`src/rtl/axi4_lite_slave_ctrl_pkg.sv`:
```
// Shared types for the AXI4-Lite slave controller.
//   - AXI response codes
//   - write / read channel FSM state encodings
//   - memory-port grant owner used by the arbiter
package axi4_types;

    localparam logic [1:0] RESP_OKAY   = 2'b00;
    localparam logic [1:0] RESP_EXOKAY = 2'b01;
    localparam logic [1:0] RESP_SLVERR = 2'b10;
    localparam logic [1:0] RESP_DECERR = 2'b11;

    typedef enum logic [1:0] {W_IDLE, W_MEM, W_RESP} wr_state_t;
    typedef enum logic [1:0] {R_IDLE, R_MEM, R_WAIT, R_RESP} rd_state_t;

    // Which side was served by the most recent contested grant.
    typedef enum logic {GRANT_W, GRANT_R} grant_t;

endpackage

```
`src/rtl/axi4_lite_slave_ctrl_port_arb.sv`:
```
// Two-requester alternating-priority arbiter for the shared memory port.
//   clk, rst_n       : clock, asynchronous active-low reset
//   req_w, req_r     : write / read side wants the port next cycle
//   grant_w, grant_r : combinational one-hot (or zero) grant
// An uncontested request wins at once; a contested one goes to the side
// that did not win the previous contest (read first after reset).
module axi4_lite_port_arb
    import axi4_types::*;
(
    input  logic clk,
    input  logic rst_n,
    input  logic req_w,
    input  logic req_r,
    output logic grant_w,
    output logic grant_r
);

    grant_t last_grant_reg;

    always_comb begin
        grant_w = req_w && (!req_r || (last_grant_reg == GRANT_R));
        grant_r = req_r && (!req_w || (last_grant_reg == GRANT_W));
    end

    always_ff @(posedge clk or negedge rst_n) begin
        if (!rst_n) begin
            last_grant_reg <= GRANT_W;
        end else if (req_w && req_r) begin
            last_grant_reg <= grant_r ? GRANT_R : GRANT_W;
        end
    end

endmodule

```
`src/rtl/axi4_lite_slave_ctrl.sv`:
```
// AXI4-Lite slave: terminates AW/W/B/AR/R and turns each transaction into a
// single-cycle strobe on a word-addressed memory port (1-cycle read latency).
// One write and one read may be outstanding; they share the port through
// axi4_lite_port_arb. Addresses beyond DEPTH words answer SLVERR untouched.
//   ACLK, ARSTn           : clock, asynchronous active-low reset
//   AW*/W*/B*/AR*/R*      : AXI4-Lite slave channels (PROT ignored)
//   mem_en/mem_we         : access strobe / write qualifier (registered)
//   mem_addr/wdata/wstrb  : word index, write data, byte enables (registered)
//   mem_rdata             : read data, valid the cycle after a read strobe
module axi4_lite_slave_ctrl
    import axi4_types::*;
#(
    parameter  int SIZE_WORD = 32,
    parameter  int DEPTH     = 256,
    localparam int SIZE_STRB = SIZE_WORD / 8,
    localparam int ADDR_W    = $clog2(DEPTH)
) (
    input  logic                 ACLK,
    input  logic                 ARSTn,
    input  logic                 AWVALID,
    output logic                 AWREADY,
    input  logic [SIZE_WORD-1:0] AWADDR,
    input  logic [2:0]           AWPROT,
    input  logic                 WVALID,
    output logic                 WREADY,
    input  logic [SIZE_WORD-1:0] WDATA,
    input  logic [SIZE_STRB-1:0] WSTRB,
    output logic                 BVALID,
    input  logic                 BREADY,
    output logic [1:0]           BRESP,
    input  logic                 ARVALID,
    output logic                 ARREADY,
    input  logic [SIZE_WORD-1:0] ARADDR,
    input  logic [2:0]           ARPROT,
    output logic                 RVALID,
    input  logic                 RREADY,
    output logic [SIZE_WORD-1:0] RDATA,
    output logic [1:0]           RRESP,
    output logic                 mem_en,
    output logic                 mem_we,
    output logic [ADDR_W-1:0]    mem_addr,
    output logic [SIZE_WORD-1:0] mem_wdata,
    output logic [SIZE_STRB-1:0] mem_wstrb,
    input  logic [SIZE_WORD-1:0] mem_rdata
);

    wr_state_t            wr_state_reg, wr_state_next;
    rd_state_t            rd_state_reg, rd_state_next;
    logic                 aw_held_reg, aw_held_next, w_held_reg, w_held_next;
    logic [SIZE_WORD-1:0] aw_addr_reg, aw_addr_next;
    logic [SIZE_WORD-1:0] w_data_reg, w_data_next;
    logic [SIZE_STRB-1:0] w_strb_reg, w_strb_next;
    logic [ADDR_W-1:0]    ar_idx_reg, ar_idx_next;
    // gnt_*_reg: the strobe currently on the port belongs to that side.
    logic                 gnt_w_reg, gnt_r_reg;
    logic                 bvalid_reg, bvalid_next, rvalid_reg, rvalid_next;
    logic [1:0]           bresp_reg, bresp_next, rresp_reg, rresp_next;
    logic [SIZE_WORD-1:0] rdata_reg, rdata_next;
    logic                 mem_en_reg, mem_en_next, mem_we_reg, mem_we_next;
    logic [ADDR_W-1:0]    mem_addr_reg, mem_addr_next;
    logic [SIZE_WORD-1:0] mem_wdata_reg, mem_wdata_next;
    logic [SIZE_STRB-1:0] mem_wstrb_reg, mem_wstrb_next;

    logic                 aw_hs, w_hs, aw_have, w_have;
    logic [SIZE_WORD-1:0] aw_addr_cur, w_data_cur;
    logic [SIZE_STRB-1:0] w_strb_cur;
    logic [ADDR_W-1:0]    ar_idx_cur;
    logic                 req_w, req_r, grant_w, grant_r;
    logic                 unused_bits;

    function automatic logic in_range(input logic [SIZE_WORD-1:0] addr);
        return (addr >> (ADDR_W + 2)) == '0;
    endfunction

    // READYs decode registered state only.
    assign AWREADY = !aw_held_reg;
    assign WREADY  = !w_held_reg;
    assign ARREADY = (rd_state_reg == R_IDLE);

    assign aw_hs   = AWVALID && AWREADY;
    assign w_hs    = WVALID && WREADY;
    assign aw_have = aw_held_reg || aw_hs;
    assign w_have  = w_held_reg || w_hs;

    // Bypass the holding registers in the handshake cycle so the memory
    // strobe can be registered for the very next cycle.
    assign aw_addr_cur = aw_held_reg ? aw_addr_reg : AWADDR;
    assign w_data_cur  = w_held_reg ? w_data_reg : WDATA;
    assign w_strb_cur  = w_held_reg ? w_strb_reg : WSTRB;
    assign ar_idx_cur  = (rd_state_reg == R_IDLE) ? ARADDR[ADDR_W+1:2] : ar_idx_reg;

    // A side in *_MEM without its strobe on the port lost the last contest.
    assign req_w = ((wr_state_reg == W_IDLE) && aw_have && w_have && in_range(aw_addr_cur))
                || ((wr_state_reg == W_MEM) && !gnt_w_reg);
    assign req_r = ((rd_state_reg == R_IDLE) && ARVALID && in_range(ARADDR))
                || ((rd_state_reg == R_MEM) && !gnt_r_reg);

    axi4_lite_port_arb u_arb (
        .clk     (ACLK),
        .rst_n   (ARSTn),
        .req_w   (req_w),
        .req_r   (req_r),
        .grant_w (grant_w),
        .grant_r (grant_r)
    );

    always_comb begin
        wr_state_next = wr_state_reg;
        aw_held_next  = aw_held_reg;
        w_held_next   = w_held_reg;
        aw_addr_next  = aw_addr_reg;
        w_data_next   = w_data_reg;
        w_strb_next   = w_strb_reg;
        bvalid_next   = bvalid_reg;
        bresp_next    = bresp_reg;

        if (aw_hs) begin
            aw_held_next = 1'b1;
            aw_addr_next = AWADDR;
        end
        if (w_hs) begin
            w_held_next = 1'b1;
            w_data_next = WDATA;
            w_strb_next = WSTRB;
        end

        case (wr_state_reg)
            W_IDLE: begin
                if (aw_have && w_have) begin
                    if (in_range(aw_addr_cur)) begin
                        wr_state_next = W_MEM;
                    end else begin
                        wr_state_next = W_RESP;
                        bvalid_next   = 1'b1;
                        bresp_next    = RESP_SLVERR;
                    end
                end
            end
            W_MEM: begin
                if (gnt_w_reg) begin
                    wr_state_next = W_RESP;
                    bvalid_next   = 1'b1;
                    bresp_next    = RESP_OKAY;
                end
            end
            W_RESP: begin
                if (BREADY) begin
                    wr_state_next = W_IDLE;
                    bvalid_next   = 1'b0;
                    aw_held_next  = 1'b0;
                    w_held_next   = 1'b0;
                end
            end
            default: wr_state_next = W_IDLE;
        endcase
    end

    always_comb begin
        rd_state_next = rd_state_reg;
        ar_idx_next   = ar_idx_reg;
        rvalid_next   = rvalid_reg;
        rresp_next    = rresp_reg;
        rdata_next    = rdata_reg;

        case (rd_state_reg)
            R_IDLE: begin
                if (ARVALID) begin
                    ar_idx_next = ARADDR[ADDR_W+1:2];
                    if (in_range(ARADDR)) begin
                        rd_state_next = R_MEM;
                    end else begin
                        rd_state_next = R_RESP;
                        rvalid_next   = 1'b1;
                        rresp_next    = RESP_SLVERR;
                        rdata_next    = '0;
                    end
                end
            end
            R_MEM: begin
                if (gnt_r_reg) begin
                    rd_state_next = R_WAIT;
                end
            end
            R_WAIT: begin
                rd_state_next = R_RESP;
                rvalid_next   = 1'b1;
                rresp_next    = RESP_OKAY;
                rdata_next    = mem_rdata;
            end
            R_RESP: begin
                if (RREADY) begin
                    rd_state_next = R_IDLE;
                    rvalid_next   = 1'b0;
                end
            end
            default: rd_state_next = R_IDLE;
        endcase
    end

    always_comb begin
        mem_en_next    = grant_w || grant_r;
        mem_we_next    = grant_w;
        mem_addr_next  = mem_addr_reg;
        mem_wdata_next = mem_wdata_reg;
        mem_wstrb_next = mem_wstrb_reg;
        if (grant_w) begin
            mem_addr_next  = aw_addr_cur[ADDR_W+1:2];
            mem_wdata_next = w_data_cur;
            mem_wstrb_next = w_strb_cur;
        end else if (grant_r) begin
            mem_addr_next  = ar_idx_cur;
        end
    end

    always_ff @(posedge ACLK or negedge ARSTn) begin
        if (!ARSTn) begin
            wr_state_reg  <= W_IDLE;
            rd_state_reg  <= R_IDLE;
            aw_held_reg   <= 1'b0;
            w_held_reg    <= 1'b0;
            aw_addr_reg   <= '0;
            w_data_reg    <= '0;
            w_strb_reg    <= '0;
            ar_idx_reg    <= '0;
            gnt_w_reg     <= 1'b0;
            gnt_r_reg     <= 1'b0;
            bvalid_reg    <= 1'b0;
            bresp_reg     <= RESP_OKAY;
            rvalid_reg    <= 1'b0;
            rresp_reg     <= RESP_OKAY;
            rdata_reg     <= '0;
            mem_en_reg    <= 1'b0;
            mem_we_reg    <= 1'b0;
            mem_addr_reg  <= '0;
            mem_wdata_reg <= '0;
            mem_wstrb_reg <= '0;
        end else begin
            wr_state_reg  <= wr_state_next;
            rd_state_reg  <= rd_state_next;
            aw_held_reg   <= aw_held_next;
            w_held_reg    <= w_held_next;
            aw_addr_reg   <= aw_addr_next;
            w_data_reg    <= w_data_next;
            w_strb_reg    <= w_strb_next;
            ar_idx_reg    <= ar_idx_next;
            gnt_w_reg     <= grant_w;
            gnt_r_reg     <= grant_r;
            bvalid_reg    <= bvalid_next;
            bresp_reg     <= bresp_next;
            rvalid_reg    <= rvalid_next;
            rresp_reg     <= rresp_next;
            rdata_reg     <= rdata_next;
            mem_en_reg    <= mem_en_next;
            mem_we_reg    <= mem_we_next;
            mem_addr_reg  <= mem_addr_next;
            mem_wdata_reg <= mem_wdata_next;
            mem_wstrb_reg <= mem_wstrb_next;
        end
    end

    assign BVALID    = bvalid_reg;
    assign BRESP     = bresp_reg;
    assign RVALID    = rvalid_reg;
    assign RRESP     = rresp_reg;
    assign RDATA     = rdata_reg;
    assign mem_en    = mem_en_reg;
    assign mem_we    = mem_we_reg;
    assign mem_addr  = mem_addr_reg;
    assign mem_wdata = mem_wdata_reg;
    assign mem_wstrb = mem_wstrb_reg;

    // PROT and the byte offset carry no meaning for a word-wide slave.
    assign unused_bits = ^{AWPROT, ARPROT, aw_addr_reg[1:0]};

endmodule
```
`config.mk`:
```
export PLATFORM = sky130hd
export DESIGN_NAME = axi4_lite_slave_ctrl
export DESIGN_NICKNAME = d
export VERILOG_FILES = /design/src/rtl/axi4_lite_slave_ctrl_pkg.sv /design/src/rtl/axi4_lite_slave_ctrl_port_arb.sv /design/src/rtl/axi4_lite_slave_ctrl.sv
export SDC_FILE = /design/constraint.sdc
export NUM_CORES = 1
export LEC_CHECK = 0
export ABC_AREA = 0
export CORE_MARGIN = 1
export CORE_UTILIZATION = 25
export CTS_CLUSTER_SIZE = 20
export DETAILED_ROUTE_END_ITERATION = 8
export HOLD_SLACK_MARGIN = 0.1
export SYNTH_ARGS = -nofsm -noshare
export SYNTH_HDL_FRONTEND = slang
export SYNTH_SLANG_ARGS = --single-unit
```
`constraint.sdc`:
```
create_clock -name ACLK -period 4.5 [get_ports ACLK]
set_clock_uncertainty 0.15 [all_clocks]
set_input_delay 0.9 -clock ACLK [delete_from_list [all_inputs] [get_ports ACLK]]
set_output_delay 0.9 -clock ACLK [all_outputs]
set_load 0.005 [all_outputs]
```
==> Yosys cells after proc, flatten, opt, wreduce, memory -nomap -nowiden <==
Cells that the tools add are included.
{ "totals": {"output_inout_bits": 87, "wordCells": 118, "ff_bits": 168, "input_bits": 145} }
{ "classes": {"bitwise_logic": 1, "n_eq_ne": 13, "reduce_logical": 42, "muxes": 42} }
{ "ops": {"columns": ["operator", "n"], "rows": [
  ["32-bit 2-to-1 mux", 4],
  ["32-bit logical NOT", 2],
  ["32-bit one-hot mux with 2 select lines", 1],
  ["2-bit 2-to-1 mux", 13],
  ["8-bit 2-to-1 mux", 3],
  ["1-bit 2-to-1 mux", 14],
  ["2-bit != test (second input constant)", 7],
  ["1-bit logical AND", 13],
  ["3-bit AND reduction", 3],
  ["2-bit one-hot mux with 2 select lines", 2],
  ["2-bit one-hot mux with 4 select lines", 1],
  ["4-bit AND reduction", 2],
  ["1-bit logical OR", 7],
  ["2-bit == test (second input constant)", 3],
  ["1-bit logical NOT", 6],
  ["1-bit one-hot mux with 3 select lines", 2],
  ["2-bit one-hot mux with 3 select lines", 1],
  ["2-bit nonzero test", 3],
  ["3-bit nonzero test", 2],
  ["5-bit AND reduction", 1],
  ["2-bit by 1-bit == test with 1-bit output (second input constant)", 2],
  ["2-bit logical NOT", 2],
  ["4-bit 2-to-1 mux", 1],
  ["2-bit by 1-bit != test with 1-bit output (second input constant)", 1],
  ["2 further kinds", 2]
]} }

==> Longest topological paths before layout <==
Gate-level depths: netlist of run 1.
{ "depth": {"depth_word": 12, "depth_mapped": 9, "depth_no_buf": 7} }

==> Hierarchy <==
From an unflattened synthesis of run 1, not the netlist that was laid out.
{ "unflattened": {"cells_unflattened": 547, "area_unflattened_um2": 6939.2} }
{ "modules_own_cells": {"columns": ["module", "cells_per_inst", "instances", "area_per_inst_um2", "seq_area_each_um2"], "rows": [
  ["axi4_lite_slave_ctrl", 541, 1, 6882.9, 4078.9],
  ["axi4_lite_port_arb", 6, 1, 56.3, 25.0]
]} }

==> Least setup slack after synthesis of run 1 <==
Ideal clock, no wire load.
{ "synth_path": {"kind": "input-to-reg", "start": "in AWADDR[15]", "end": "reg mem_wdata_reg[10] (netlist: mem_wdata[10])", "path_slack_ns": 1.685, "n_path_buf": 1, "setup_ns": 0.125, "t_arrival_ns": 2.540, "required_ns": 4.225, "cell_stages": 6, "cell_sequence": "nor4_1 nand4_1 o32a_1 a21oi_4 buf_12 mux2_4"} }
{ "synth_between": {"elab_chain_len": 5} }
{ "synth_rtl": {"columns": ["element", "line_no", "rtl"], "rows": [
  ["start: declaration", "axi4_lite_slave_ctrl.sv:22", "input logic [SIZE_WORD-1:0] AWADDR,"],
  ["32-bit 2-to-1 mux", "axi4_lite_slave_ctrl.sv:87", "assign aw_addr_cur = aw_held_reg ? aw_addr_reg : AWADDR;"],
  ["32-bit logical NOT", "axi4_lite_slave_ctrl.sv:72", "return (addr >> (ADDR_W + 2)) == '0;"],
  ["1-bit logical AND", "axi4_lite_slave_ctrl.sv:93", "assign req_w = ((wr_state_reg == W_IDLE) && aw_have && w_have && in_range(aw_addr_cur))"],
  ["1-bit logical OR", "axi4_lite_slave_ctrl.sv:94", "|| ((wr_state_reg == W_MEM) && !gnt_w_reg);"],
  ["1-bit logical AND", "axi4_lite_slave_ctrl_port_arb.sv:21", "grant_w = req_w && (!req_r || (last_grant_reg == GRANT_R));"],
  ["end signal: assignment", "axi4_lite_slave_ctrl.sv:256", "mem_wdata_reg <= mem_wdata_next;"],
  ["end: declaration", "axi4_lite_slave_ctrl.sv:61", "logic [SIZE_WORD-1:0] mem_wdata_reg, mem_wdata_next;"]
]} }
No other way between the ends.
A chain may end at the register's enable or synchronous reset.

==> Worst setup path in the final report of run 1 <==
{ "layout_path": {"start": "in AWADDR[13]", "end": "reg mem_wdata_reg[0] (netlist: mem_wdata[0])"} }
Same word-level chain as after synthesis.

==> results of run 1 <==
==> area by class of cell <==
cell class                      count  area, sq um
Inverter                           45          169
Clock inverter                     14          104
Tap cell                          390          488
Sequential cell                   164         4110
Multi-Input combinational cell    329         3180
Clock buffer                       17          425
Timing Repair Buffer              231         2310
Fill cell                        2904        18900
==> layer usage <==
layer,up-vias,share of wire (%)
li1,2411,-
met1,2514,44
met2,158,46
met3,13,8.4
met4,0,1.0
met5,-,0
==> worst paths after layout <==
| check | start | endpoint | slack [ns] | depth (start not counted) |
|---|---|---|---|---|
| min in group asynchronous | ARSTn | ar_idx_reg[4] | 0.38 | 1 |
| max | AWADDR[13] | mem_wdata[0] | 1.30 | 7 |
| max in group asynchronous | ARSTn | aw_addr_reg[24] | 2.99 | 2 |
| max reg2reg | aw_held_reg | mem_wdata[0] | 1.64 | 6 |
| min reg2reg | ar_idx_reg[0] | ar_idx_reg[0] | 0.35 | 1 |
| min | ar_idx_reg[0] | ar_idx_reg[0] | 0.35 | 1 |
==> worst max-delay path, stage by stage <==
cell and delay, ns:
sky130_fd_sc_hd__clkdlybuf4s50_1 0.42, sky130_fd_sc_hd__nor4_1 0.45, sky130_fd_sc_hd__nand4_1 0.22, sky130_fd_sc_hd__o32a_1 0.47, sky130_fd_sc_hd__a21oi_4 0.20, sky130_fd_sc_hd__buf_12 0.29
sky130_fd_sc_hd__mux2_2 0.37
==> logic make-up (layout without fill, tap and decap cells) <==
kind of cell	Yosys count	after routing	share of synthesized area [%]
mux	221	221	33.2
flops	164	164	54.1
simple gates	77	77	4.88
buf+inv	73	307	4.48
compound gates	22	22	2.18
fa+ha+maj	6	6	0.989
other cells	1	2	0.0494
xor+xnor	1	1	0.115
==> stage by stage <==
step / instances / area [sq um] / worst slack, ns / hold slack [ns]
after floorplan: 566 / 7590 / 1.68 / 0.302
after global placement: 1159 / 10300 / 0.851 / 0.331
after detailed placement: 1159 / 10300 / 0.832 / 0.337
after CTS: 1190 / 10800 / 1.28 / 0.352
after global routing: 1190 / 10800 / 1.16 / 0.370
final: 1190 / 10800 / 1.30 / 0.350
==> cell usage after synthesis (5+ instances only) <==
cell and number:
sky130_fd_sc_hd__ha_1 6, sky130_fd_sc_hd__dfrtp_1 164, sky130_fd_sc_hd__nor4_1 14, sky130_fd_sc_hd__mux2i_1 59, sky130_fd_sc_hd__o21ai_0 6, sky130_fd_sc_hd__buf_2 5
sky130_fd_sc_hd__mux2_2 133, sky130_fd_sc_hd__mux2_4 29, sky130_fd_sc_hd__nor2_1 7, sky130_fd_sc_hd__clkbuf_1 16, sky130_fd_sc_hd__nand2_1 39, sky130_fd_sc_hd__inv_1 45
==> report_power, final <==
group	total (mW)	internal, mW	switching, mW	leakage (nW)
combinational	2.43	1.50	0.927	2.29
sequential	2.45	2.09	0.356	2.03
clock	1.34	0.708	0.635	0.245
total	6.22	4.30	1.92	4.57
==> summary.log, run 1 <==
INFO  yosys          synth.lib_cells_used.distinct=39
INFO  power          leakagePower=4.57nW
INFO  timing         finalWorstPathRequiredPeriod=3.20ns
INFO  power          cellPowerDensity=577nW/um^2
INFO  clock_network  cts_made_buffers=17
INFO  yosys          main_synth_ff_type=sky130_fd_sc_hd__dfrtp_1
INFO  drt            antenna_left=0
INFO  placement      gp_routability_congestion=0.691
INFO  finish         final_layout_size_suffix_gt1_share=26.9%
INFO  setup_path     end_kind=flip-flop
INFO  global_routing use_met3=4.65%
INFO  yosys          synth_top_area_cell=sky130_fd_sc_hd__dfrtp_1
INFO  clock_network  clock_network_latency_to_the_later_pin_of_the_worst_skew_pair=0.42ns
INFO  timing         setup_viol=0
INFO  timing         fin_crit_sh=71.1%
INFO  timing         slew_viol_final=0
INFO  global_routing antenna_found_initial=0
INFO  drt            detail_route.iter0.violations=116
INFO  clock_network  cts.sink_count=164
INFO  setup_path     critPathMaxFanout=37
INFO  clock_network  cts_hold_buf=0
INFO  drt            drc=0
INFO  yosys          post-synth-top-area-fraction=54.1%
INFO  timing         grt_setup_unrepaired=no
INFO  global_routing groute.layer.met1.usage=15.4%
INFO  clock_network  cts_resized=0
INFO  global_routing global_route.usage.total=12.4%
INFO  setup_path     worst_ep_arrival_time=3.35ns
INFO  clock_network  tritoncts=yes
INFO  floorplan      die_h=176um
INFO  floorplan      top_level_ports=232
INFO  drt            drt_wl_total=18,600um
INFO  yosys          synth_enable_flop_cells=0
INFO  outcome        result_of_the_run=finished clean
INFO  drt            vias=5,096
INFO  clock_network  postCtsSetupBuffers=0
INFO  finish         nNetsFinal=939
INFO  yosys          syn_avg_cell_area=13.4squm
INFO  timing         hold_viol_final=0
INFO  finish         area_growth_syn_to_layout=42.0%
INFO  clock_network  cts_buffer_depth=2
INFO  global_routing grt.met2_usage=20.4%
INFO  setup_path     timing.critical_path.required=4.65ns
INFO  flow_run       drv.max_cap_violation_count=0
INFO  setup_path     timing.setup.critical_path_class=primary input to flip-flop
INFO  min_path       hold_path_class=flip-flop to flip-flop
INFO  drt            wl_per_cell=15.6um
INFO  timing         worst_slew_margin_rel=46.2%
INFO  finish         final_core_utilization=36.3%
INFO  finish         final_cell_mix=sky130_fd_sc_hd__clkdlybuf4s50_1 (218), sky130_fd_sc_hd__dfrtp_1 (163), sky130_fd_sc_hd__mux2_2 (133)
INFO  yosys          mapped_area=7590squm
INFO  global_routing grt_start_max_net_pins=83
INFO  yosys          asyncSetResetFlopFracSynth=100%
INFO  finish         insertedDiodeCount=0
INFO  floorplan      row_count=63
INFO  power          finalPower=6.22mW
INFO  yosys          synth_warnings=0
INFO  drt            drtPass1Iterations=4
INFO  floorplan      die_area=31,100squm
INFO  yosys          synth-seq-area-share=54.1%
INFO  yosys          synth_seq_cells=164
INFO  global_routing first_global_vias=5,523
INFO  global_routing globalRouteOverflowTotal=0
INFO  clock_network  clk_pin_slew_worst_paths=0.07ns
INFO  timing         fin_setup_tns=0ns
INFO  power          ir_worst_vdd=215uV
INFO  floorplan      core-area=29,700squm
INFO  setup_path     startpoint_type=primary input
INFO  placement      placement.io_buffers=219
INFO  drt            via_per_inst=4.28
INFO  global_routing grt_pass1_wl=30,000um
INFO  timing         tightestPinTransition=0.808ns
INFO  global_routing globalRoute.busiestLayer=met2
INFO  timing         max_freq=0.313GHz
INFO  floorplan      dieWidth=176um
INFO  yosys          ys_top_cells_by_area=sky130_fd_sc_hd__dfrtp_1 (54%), sky130_fd_sc_hd__mux2_2 (20%), sky130_fd_sc_hd__mux2i_1 (7.8%)
INFO  clock_network  cts-root-buf=sky130_fd_sc_hd__clkbuf_16
INFO  clock_network  cts-htree-levels=4
INFO  yosys          postSynthCellCount=565
INFO  placement      post-dp-hpwl=12,800um
INFO  floorplan      initial_core_util=25.5%
INFO  finish         mostFrequentLayoutCell=sky130_fd_sc_hd__clkdlybuf4s50_1
Power figures use the tool's default switching activity.
==> run 2: changes to the inputs <==
==> constraint.sdc (replaced) <==
create_clock -name ACLK -period 2.7 [get_ports ACLK]
set_clock_uncertainty 0.15 [all_clocks]
set_input_delay 0.54 -clock ACLK [delete_from_list [all_inputs] [get_ports ACLK]]
set_output_delay 0.54 -clock ACLK [all_outputs]
set_load 0.005 [all_outputs]
==> run 2 against run 1 <==
Net effect:
- worst setup slack worse by 1.2 ns
- clock power up 81%
- largest power group is now combinational cells
- register-to-register slack worse by 1.5 ns
- highest routed layer unchanged
- global-route usage up 0.075 points
==> summary.log, run 2 (synthesized netlist as in run 1, its figures left out) <==
INFO  outcome        result_of_the_run=finished clean
INFO  finish         area_growth_syn_to_layout=48.4%
INFO  finish         final_core_utilization=37.9%
INFO  drt            drc=0
INFO  floorplan      die_h=176um
INFO  finish         insertedDiodeCount=0
INFO  floorplan      dieWidth=176um
INFO  setup_path     timing.setup.critical_path_class=primary input to flip-flop
INFO  global_routing grt_pass1_wl=30,200um
INFO  clock_network  tritoncts=yes
INFO  drt            wl_per_cell=15.7um
INFO  clock_network  clock_network_latency_to_the_later_pin_of_the_worst_skew_pair=0.42ns
INFO  finish         post-route-cell-area=11,300squm
INFO  floorplan      core-area=29,700squm
INFO  setup_path     worst_r2r_path_cells=7
INFO  min_path       min_path_cells=2
INFO  global_routing first_global_vias=5,527
INFO  setup_path     reg2reg_to=mem_wdata[30]
INFO  timing         max_freq=0.382GHz
INFO  drt            vias=5,223
INFO  setup_path     timing.critical_path.required=2.85ns
INFO  finish         final_layout_size_suffix_gt1_share=30.0%
INFO  timing         tightestPinTransition=0.539ns
INFO  setup_path     critPathMaxFanout=9
INFO  timing         finalWorstPathRequiredPeriod=2.62ns
INFO  placement      post-dp-hpwl=13,300um
INFO  placement      placement.io_buffers=219
INFO  clock_network  cts_buffer_depth=2
INFO  finish         final_cell_mix=sky130_fd_sc_hd__clkdlybuf4s50_1 (215), sky130_fd_sc_hd__dfrtp_1 (163), sky130_fd_sc_hd__mux2_2 (133)
INFO  global_routing antenna_found_initial=0
INFO  power          cellPowerDensity=953nW/um^2
INFO  power          finalPower=10.7mW
INFO  drt            antenna_left=0
INFO  clock_network  cts.sink_count=164
INFO  setup_path     end_kind=flip-flop
INFO  clock_network  cts-root-buf=sky130_fd_sc_hd__clkbuf_16
INFO  floorplan      die_area=31,100squm
INFO  drt            detail_route.iter0.violations=146
INFO  setup_path     critical_path.reg2reg.startpoint=aw_addr_reg[15]
INFO  timing         setup_viol=0
INFO  placement      gp_routability_congestion=0.704
INFO  min_path       timing.hold.worst_endpoint=aw_addr_reg[15]
INFO  timing         slew_viol_final=0
INFO  placement      dpl-instance-area=10,500squm
INFO  clock_network  cts-htree-levels=4
INFO  power          leakagePower=4.83nW
INFO  global_routing globalRouteOverflowTotal=0
INFO  timing         fin_crit_sh=96.9%
INFO  timing         worst_slew_margin_rel=64.1%
INFO  finish         nNetsFinal=970
INFO  min_path       hold_path_class=primary input to flip-flop
INFO  drt            drt_wl_total=19,100um
INFO  setup_path     worst_ep_arrival_time=2.77ns
INFO  global_routing global_route.usage.total=12.5%
INFO  finish         mostFrequentLayoutCell=sky130_fd_sc_hd__clkdlybuf4s50_1
INFO  floorplan      top_level_ports=232
INFO  timing         final.hold.worst_slack=0.274ns
INFO  min_path       hold_start=AWADDR[15]
INFO  power          ir_worst_vdd=359uV
INFO  clock_network  clk_pin_slew_worst_paths=0.07ns
INFO  global_routing grt_start_max_net_pins=68
INFO  finish         fill_cells=2,857
INFO  clock_network  cts_made_buffers=17
INFO  timing         grt_setup_unrepaired=no
INFO  drt            via_per_inst=4.28
INFO  setup_path     worst-r2r-setup-slack=0.16ns
INFO  timing         hold_viol_final=0
INFO  setup_path     startpoint_type=primary input
INFO  floorplan      row_count=63
INFO  setup_path     worst_setup_path_startpoint=AWADDR[10]
INFO  flow_run       drv.max_cap_violation_count=0
INFO  drt            drtPass1Iterations=4
INFO  floorplan      initial_core_util=25.5%
## run 2: stage by stage
step | setup slack (ns) | TNS [ns] | instances
CTS | 0.00112 | 0 | 1219
global placement | -0.474 | -18.58 | 1184
detailed placement | -0.490 | -20.07 | 1184
floorplan | 0.240 | 0 | 566
global route | 0.00412 | 0 | 1221
finish | 0.0825 | 0 | 1221
## run 2: where the power goes
group | leakage (nW) | internal [mW] | switching (mW) | total, mW
clock | 0.273 | 1.41 | 1.01 | 2.42
sequential | 2.03 | 3.49 | 0.531 | 4.02
combinational | 2.52 | 2.64 | 1.65 | 4.29
## run 2: metal layers
| metal | GRT usage (%) | routed length (um) | vias up |
|---|---|---|---|
| li1 | - | - | 2464 |
| met1 | 15.3 | 8270 | 2582 |
| met2 | 20.5 | 8950 | 166 |
| met3 | 4.72 | 1710 | 11 |
| met4 | 3.19 | 179 | 0 |
| met5 | 0 | 0 | - |
## run 2: area by class of cell
class | instances | area [sq um] | area share (%)
clock inverter | 8 | 103 | 0.911
tap | 390 | 488 | 4.33
clock buffer | 23 | 468 | 4.15
multi-input combinational | 329 | 3230 | 28.7
inverter | 45 | 169 | 1.50
sequential | 164 | 4110 | 36.4
timing repair buffer | 262 | 2700 | 24.0
## run 2: worst max-delay path by stage
stage / endpoint / slack (ns) / cells past startpoint
CTS: mem_wdata[20] / 0.001 / 9
global placement: mem_wdata[0] / -0.47 / 8
detailed placement: mem_wdata[0] / -0.49 / 8
floorplan: mem_wdata[10] / 0.24 / 9
finish: mem_wdata[30] / 0.08 / 9
global route: mem_wdata[18] / 0.004 / 9
## run 2: what timing repair did
item,in CTS,in global routing
hold buffers,1,0
gates cloned,1,2
hold endpoints to repair,40,0
resized for setup,2,11
pin swaps,3,5
setup endpoints to repair,34,28
buffers inserted,2,0
## run 2: critical path, cell delays in order
cell and delay [ns]:
sky130_fd_sc_hd__clkdlybuf4s50_1 0.42, sky130_fd_sc_hd__nor4_1 0.31, sky130_fd_sc_hd__buf_4 0.16, sky130_fd_sc_hd__nand4_1 0.14
sky130_fd_sc_hd__o32a_1 0.38, sky130_fd_sc_hd__a21oi_4 0.17, sky130_fd_sc_hd__buf_12 0.16, sky130_fd_sc_hd__clkbuf_16 0.18
sky130_fd_sc_hd__mux2_4 0.30
